$ cat src/rtl/cu_pkg.sv
// Shared definitions for the cpu_control_unit sequencer: opcodes, ALU and PC
// control codes, FSM states and instruction field positions.
package cu_pkg;

  localparam logic [3:0] OP_NOP  = 4'h0;
  localparam logic [3:0] OP_MOV  = 4'h1;
  localparam logic [3:0] OP_MVI  = 4'h2;
  localparam logic [3:0] OP_ADD  = 4'h3;
  localparam logic [3:0] OP_ADDI = 4'h4;
  localparam logic [3:0] OP_SUB  = 4'h5;
  localparam logic [3:0] OP_AND  = 4'h6;
  localparam logic [3:0] OP_OR   = 4'h7;
  localparam logic [3:0] OP_XOR  = 4'h8;
  localparam logic [3:0] OP_JMP  = 4'h9;
  localparam logic [3:0] OP_HALT = 4'hF;

  localparam logic [2:0] ALU_ADD    = 3'b000;
  localparam logic [2:0] ALU_SUB    = 3'b001;
  localparam logic [2:0] ALU_AND    = 3'b010;
  localparam logic [2:0] ALU_OR     = 3'b011;
  localparam logic [2:0] ALU_XOR    = 3'b100;
  localparam logic [2:0] ALU_PASS_B = 3'b111;

  localparam logic [1:0] PC_HOLD = 2'b00;
  localparam logic [1:0] PC_INC  = 2'b01;
  localparam logic [1:0] PC_LOAD = 2'b10;

  typedef enum logic [2:0] {
    S_IDLE   = 3'd0,
    S_FETCH  = 3'd1,
    S_DECODE = 3'd2,
    S_EXEC   = 3'd3,
    S_WAIT   = 3'd4,
    S_WB     = 3'd5,
    S_PCUPD  = 3'd6,
    S_HALTED = 3'd7
  } cu_state_e;

  localparam int OPC_MSB = 15;
  localparam int OPC_LSB = 12;
  localparam int RD_MSB  = 11;
  localparam int RD_LSB  = 10;
  localparam int RS_MSB  = 9;
  localparam int RS_LSB  = 8;
  localparam int IMM_MSB = 7;
  localparam int IMM_LSB = 0;

  function automatic logic [3:0] reg_onehot(input logic [1:0] idx);
    reg_onehot = 4'b0001 << idx;
  endfunction

endpackage

$ cat src/rtl/cu_decoder.sv
// Opcode decoder for cpu_control_unit: instruction class plus ALU controls.
// Purely combinational; reserved opcodes A-E flag illegal and behave as NOP.
module cu_decoder
  import cu_pkg::*;
(
  input  logic [3:0] opcode,
  output logic       is_alu,
  output logic       is_jmp,
  output logic       is_halt,
  output logic       illegal,
  output logic [2:0] alu_func,
  output logic       alu_in_sel
);

  always_comb begin
    is_alu     = 1'b0;
    is_jmp     = 1'b0;
    is_halt    = 1'b0;
    illegal    = 1'b0;
    alu_func   = ALU_ADD;
    alu_in_sel = 1'b0;
    case (opcode)
      OP_NOP:  ;
      OP_MOV:  begin is_alu = 1'b1; alu_func = ALU_PASS_B; end
      OP_MVI:  begin is_alu = 1'b1; alu_func = ALU_PASS_B; alu_in_sel = 1'b1; end
      OP_ADD:  is_alu = 1'b1;
      OP_ADDI: begin is_alu = 1'b1; alu_in_sel = 1'b1; end
      OP_SUB:  begin is_alu = 1'b1; alu_func = ALU_SUB; end
      OP_AND:  begin is_alu = 1'b1; alu_func = ALU_AND; end
      OP_OR:   begin is_alu = 1'b1; alu_func = ALU_OR; end
      OP_XOR:  begin is_alu = 1'b1; alu_func = ALU_XOR; end
      OP_JMP:  is_jmp = 1'b1;
      OP_HALT: is_halt = 1'b1;
      default: illegal = 1'b1;
    endcase
  end

endmodule

$ cat src/rtl/cpu_control_unit.sv
// Multi-cycle instruction sequencer; every output is registered. NOP/JMP take 3
// cycles, ALU ops 5 + datapath wait. CU_WDOG_EN adds a WAIT watchdog that halts.
module cpu_control_unit
  import cu_pkg::*;
#(
  parameter int DWIDTH      = 16,
  parameter int WDOG_CYCLES = 15
) (
  input  logic              clk,
  input  logic              rst,
  input  logic              start,
  input  logic [DWIDTH-1:0] instr,
  input  logic              dp_done,
  output logic              en_in,
  output logic              en_pc_pulse,
  output logic [1:0]        pc_ctrl,
  output logic [7:0]        offset_addr,
  output logic [7:0]        offset,
  output logic              alu_in_sel,
  output logic [1:0]        rd,
  output logic [1:0]        rs,
  output logic [3:0]        reg_en,
  output logic [2:0]        alu_func,
  output logic              busy,
  output logic              halted,
  output logic              err
);

  cu_state_e         state;
  logic [DWIDTH-1:0] ir;

  logic       dec_is_alu;
  logic       dec_is_jmp;
  logic       dec_is_halt;
  logic       dec_illegal;
  logic [2:0] dec_alu_func;
  logic       dec_alu_in_sel;

`ifdef CU_WDOG_EN
  localparam logic [3:0] WDOG_LAST = 4'(WDOG_CYCLES - 1);
  logic [3:0] wdog_cnt;
`endif

  cu_decoder u_decoder (
    .opcode     (ir[OPC_MSB:OPC_LSB]),
    .is_alu     (dec_is_alu),
    .is_jmp     (dec_is_jmp),
    .is_halt    (dec_is_halt),
    .illegal    (dec_illegal),
    .alu_func   (dec_alu_func),
    .alu_in_sel (dec_alu_in_sel)
  );

  always_ff @(posedge clk or posedge rst) begin
    if (rst) begin
      state       <= S_IDLE;
      ir          <= '0;
      en_in       <= 1'b0;
      en_pc_pulse <= 1'b0;
      pc_ctrl     <= PC_HOLD;
      offset_addr <= '0;
      offset      <= '0;
      alu_in_sel  <= 1'b0;
      rd          <= '0;
      rs          <= '0;
      reg_en      <= '0;
      alu_func    <= '0;
      busy        <= 1'b0;
      halted      <= 1'b0;
      err         <= 1'b0;
`ifdef CU_WDOG_EN
      wdog_cnt    <= '0;
`endif
    end else begin
      // Strobes are single-cycle: they default low and are raised for the
      // state being entered, so each appears exactly in its own state.
      en_in       <= 1'b0;
      en_pc_pulse <= 1'b0;
      pc_ctrl     <= PC_HOLD;
      reg_en      <= '0;
      case (state)
        S_IDLE: begin
          if (start) begin
            state <= S_FETCH;
            busy  <= 1'b1;
          end
        end
        S_FETCH: begin
          ir    <= instr;
          state <= S_DECODE;
        end
        S_DECODE: begin
          rd          <= ir[RD_MSB:RD_LSB];
          rs          <= ir[RS_MSB:RS_LSB];
          offset      <= ir[IMM_MSB:IMM_LSB];
          offset_addr <= ir[IMM_MSB:IMM_LSB];
          alu_func    <= dec_alu_func;
          alu_in_sel  <= dec_alu_in_sel;
          if (dec_illegal) err <= 1'b1;
          if (dec_is_halt) begin
            state  <= S_HALTED;
            busy   <= 1'b0;
            halted <= 1'b1;
          end else if (dec_is_alu) begin
            state <= S_EXEC;
            en_in <= 1'b1;
          end else begin
            state       <= S_PCUPD;
            en_pc_pulse <= 1'b1;
            pc_ctrl     <= dec_is_jmp ? PC_LOAD : PC_INC;
          end
        end
        S_EXEC: begin
          state <= S_WAIT;
`ifdef CU_WDOG_EN
          wdog_cnt <= '0;
`endif
        end
        S_WAIT: begin
          // A completion in the expiry cycle still takes the normal path.
          if (dp_done) begin
            state  <= S_WB;
            reg_en <= reg_onehot(rd);
          end
`ifdef CU_WDOG_EN
          else if (wdog_cnt == WDOG_LAST) begin
            state  <= S_HALTED;
            err    <= 1'b1;
            busy   <= 1'b0;
            halted <= 1'b1;
          end else begin
            wdog_cnt <= wdog_cnt + 4'd1;
          end
`endif
        end
        S_WB: begin
          state       <= S_PCUPD;
          en_pc_pulse <= 1'b1;
          pc_ctrl     <= PC_INC;
        end
        S_PCUPD: begin
          state <= S_FETCH;
        end
        S_HALTED: ;
        default: begin
          state <= S_IDLE;
          busy  <= 1'b0;
        end
      endcase
    end
  end

endmodule

$ cat config.mk
export PLATFORM = sky130hd
export DESIGN_NAME = cpu_control_unit
export DESIGN_NICKNAME = d
export VERILOG_FILES = /design/src/rtl/cu_pkg.sv /design/src/rtl/cu_decoder.sv /design/src/rtl/cpu_control_unit.sv
export SDC_FILE = /design/constraint.sdc
export NUM_CORES = 1
export LEC_CHECK = 0
export BUFFER_PORTS_ARGS = -buffer_cell sky130_fd_sc_hd__buf_2
export CORE_MARGIN = 4
export CORE_UTILIZATION = 52
export CTS_CLUSTER_DIAMETER = 150
export DETAILED_ROUTE_END_ITERATION = 8
export GPL_TIMING_DRIVEN = 0
export MAX_ROUTING_LAYER = met4
export PLACE_DENSITY = 0.85
export SYNTH_ARGS = -nofsm -noshare
export SYNTH_HDL_FRONTEND = slang
export SYNTH_SLANG_ARGS = --single-unit
$ cat constraint.sdc
create_clock -name clk -period 3.9 [get_ports clk]
set_input_delay 0.195 -clock clk [delete_from_list [all_inputs] [get_ports clk]]
set_output_delay 0.195 -clock clk [all_outputs]
set_load 0.01 [all_outputs]
==> key figures <==
Placed design
  – Placer congestion estimate: 0.763
  – Dpl cells: 284
  – Dpl ws: ~2.4 ns
  – Port buffer count: 54
  – Hpwl dp: between 2 and 3 mm

Worst setup path
  – Maximum fanout along the worst path: 10
  – CP startpoint kind: register
  – Req. time, crit path: between 4 and 5 ns
  – Crit. End Element: register
  – Cell repeated most along the worst path: buf_4
  – Max stage delay cell, worst path: dfrtp_1
  – Crit-path max cell delay: 0.36 ns
  – Critical path class: reg -> reg
  – Sum of buffers and inverters on the critical path: 3
  – Family with the most delay on the worst path: buffers and inverters
  – Crit path DAT: 1.74 ns
  – CP cell instances: buf_4, nor3b_1, buf_4, buf_6, mux2_1

Clock tree
  – Root Driver: clkbuf_8
  – Skew-Pair Late Insertion Delay: approximately 0.30 ns
  – CTS Buffer Depth: 2
  – CTS Buf Count: 5
  – Worst-path clk slew: approximately 0.07 ns
  – Htree depth: 2
  – TritonCTS clock tree: built
  – Total setup buffers inserted after CTS: 0
  – Sink Count: 46
  – Post-CTS resize count: 0
  – Hold Buf Count CTS: 1

Logic synthesis
  – Yosys reg bits: 46
  – Gate Count Post-Synth: 181
  – Synth Warn #: 0
  – Mapped Area: 2010 µm²
  – Register area share after synthesis: 57.3%
  – Syn Area/Cell: 11.1 µm²
  – Async SR Flop Fraction: 100%
  – Syn Nets: approximately 200
  – Yosys cell types: 36
  – Number of synthesized flops with an enable pin: 0
  – Dominant synthesized flop cell: dfrtp_1

Route
  – Top layer in use: met4
  – Vias per cell: 4.95
  – Pre-antenna DRT Iters: 4
  – Post-route ant nets: 0
  – DRT iter0 DRCs: 67
  – Routed wire per std cell: 12.8 µm
  – WL met2: 1.86 mm
  – WL final: 3.74 mm
  – DRC viols: 0
  – Metal3 WL: ~200 µm
  – Vias: 1,441
  – Met1 WL: 1.60 mm

Final layout
  – Final core occ: 66.5%
  – Multi-input logic area: 699 µm²
  – Register Area: 1150 µm²
  – Layout Nets: about 260
  – Share of layout cells above drive strength 1: a little under two fifths
  – Fin cells: approximately 290
  – Most frequent cells in the layout: buf_2 (60), dfrtp_1 (46), nand2_1 (44)
  – Layout area overhead: 22.1%
  – ANT cells: 0
  – Most common cell after layout, fill and taps aside: buf_2
  – Fillers: 304

Global route
  – First-pass GRT wire length: 6.28 mm
  – Vias in the first global route: 1,373
  – Pin count of the biggest net entering global routing: 34
  – GRT Overall Usage: 16.9%
  – Grt ovf: 0
  – Initial antenna violation count: 0

Power and ir drop
  – Power density over cell area: roughly 810 nW/µm²
  – Leakage power: 1.26 nW
  – Worst vdd rail ir drop: between 600 and 700 µV

Floorplanning
  – Core ar.: 3690 µm²
  – # IOs: 55
  – Chip width: roughly 70 µm
  – Die outline area: 4920 µm²
  – FP Rows: 22
  – Die Y: 70.1 µm
  – Initial Utilization: 54.4%

STA
  – Skew final: 0.00439 ns
  – Fin worst setup slack: about 2.3 ns
  – Fmax: 643 MHz
  – Setup Viol. Count Final: 0
  – Total negative slack: 0 ns
  – Slew Limit Fails: 0
  – Hold Fails Final Rpt: 0
  – Post-layout min period: 1.55 ns
  – RSZ-0062 raised after global routing: no
  – Worst slew pin tran: 0.441 ns
  – Relative slew slack: 70.6%
  – Final cycle utilization of the critical path: 39.9%

Status
  – Status: complete, no violations

Worst hold path
  – Worst hold path type: in -> reg

Run
  – Maxcap violations: 0
==> registers in the layout, summed over array words and instances (netlist names), 2 cells and up <==
name and flops:
offset 8, pc_ctrl 2, rs 2, alu_func 3, rd 2, ir 16
reg_en 4, state 3
==> final cells by class <==
cell class	instances	area share, %
sequential	46	47.0
multi-input combinational	111	28.5
timing repair buffer	56	12.3
buffer	21	5.97
clock buffer	6	3.37
tap	48	2.45
inverter	3	0.459
==> cell families (layout without fill, tap and decap cells) <==
family                 Yosys count  in the layout  synth area share, %
AND/OR/NAND/NOR                 68             68                 16.1
XOR/XNOR                         6              6                 2.62
AO/OA/AOI/OAI                   23             23                 8.29
multiplexers                    14             14                 7.85
buffers and inverters           24             86                 7.85
flip-flops                      46             46                 57.3
==> worst paths after layout <==
path | from | endpoint | depth (start not counted) | slack [ns]
max | state[0] | ir[5] | 5 | 2.35
max reg2reg | state[0] | ir[5] | 5 | 2.35
max in group asynchronous | rst | halted | 4 | 3.05
min | instr[3] | ir[3] | 2 | 0.11
min reg2reg | ir[8] | rs[0] | 2 | 0.47
min in group asynchronous | rst | busy | 3 | 0.39
==> synthesized netlist by cell type (all sizes together) (3+ instances only) <==
master / number / area (µm²)
o21ai: 7 / 35.0
inv: 3 / 11.3
o21bai: 3 / 22.5
dfrtp: 46 / 1150
xnor2: 4 / 35.0
nor2: 5 / 18.8
nand2: 44 / 165
nor2b: 4 / 25.0
mux2: 14 / 158
nor3: 3 / 15.0
nor3b: 3 / 27.5
buf: 19 / 139
a21oi: 3 / 15.0
==> per-stage QoR <==
stage                     power (mW)  cell area (µm²)  hold slack [ns]
after floorplan                 1.44             2010            0.312
final                           1.97             2450            0.107
after global placement          1.67             2340            0.411
after global routing            2.12             2450            0.107
after CTS                       1.99             2450           0.0979
after detailed placement        1.71             2360            0.162
==> layer usage <==
layer  vias up  global-route usage [%]
met4         0                    7.02
met1       673                    19.6
met3         8                    5.76
met2        38                    26.8
li1        722                       -
met5         -                       -
==> where the power goes <==
part | switching, mW | total (mW) | leakage [nW] | internal [mW]
combinational | 0.465 | 0.903 | 0.645 | 0.438
sequential | 0.115 | 0.789 | 0.571 | 0.675
clock | 0.144 | 0.281 | 0.0431 | 0.137
No activity file was read; power rests on OpenSTA's default activity.
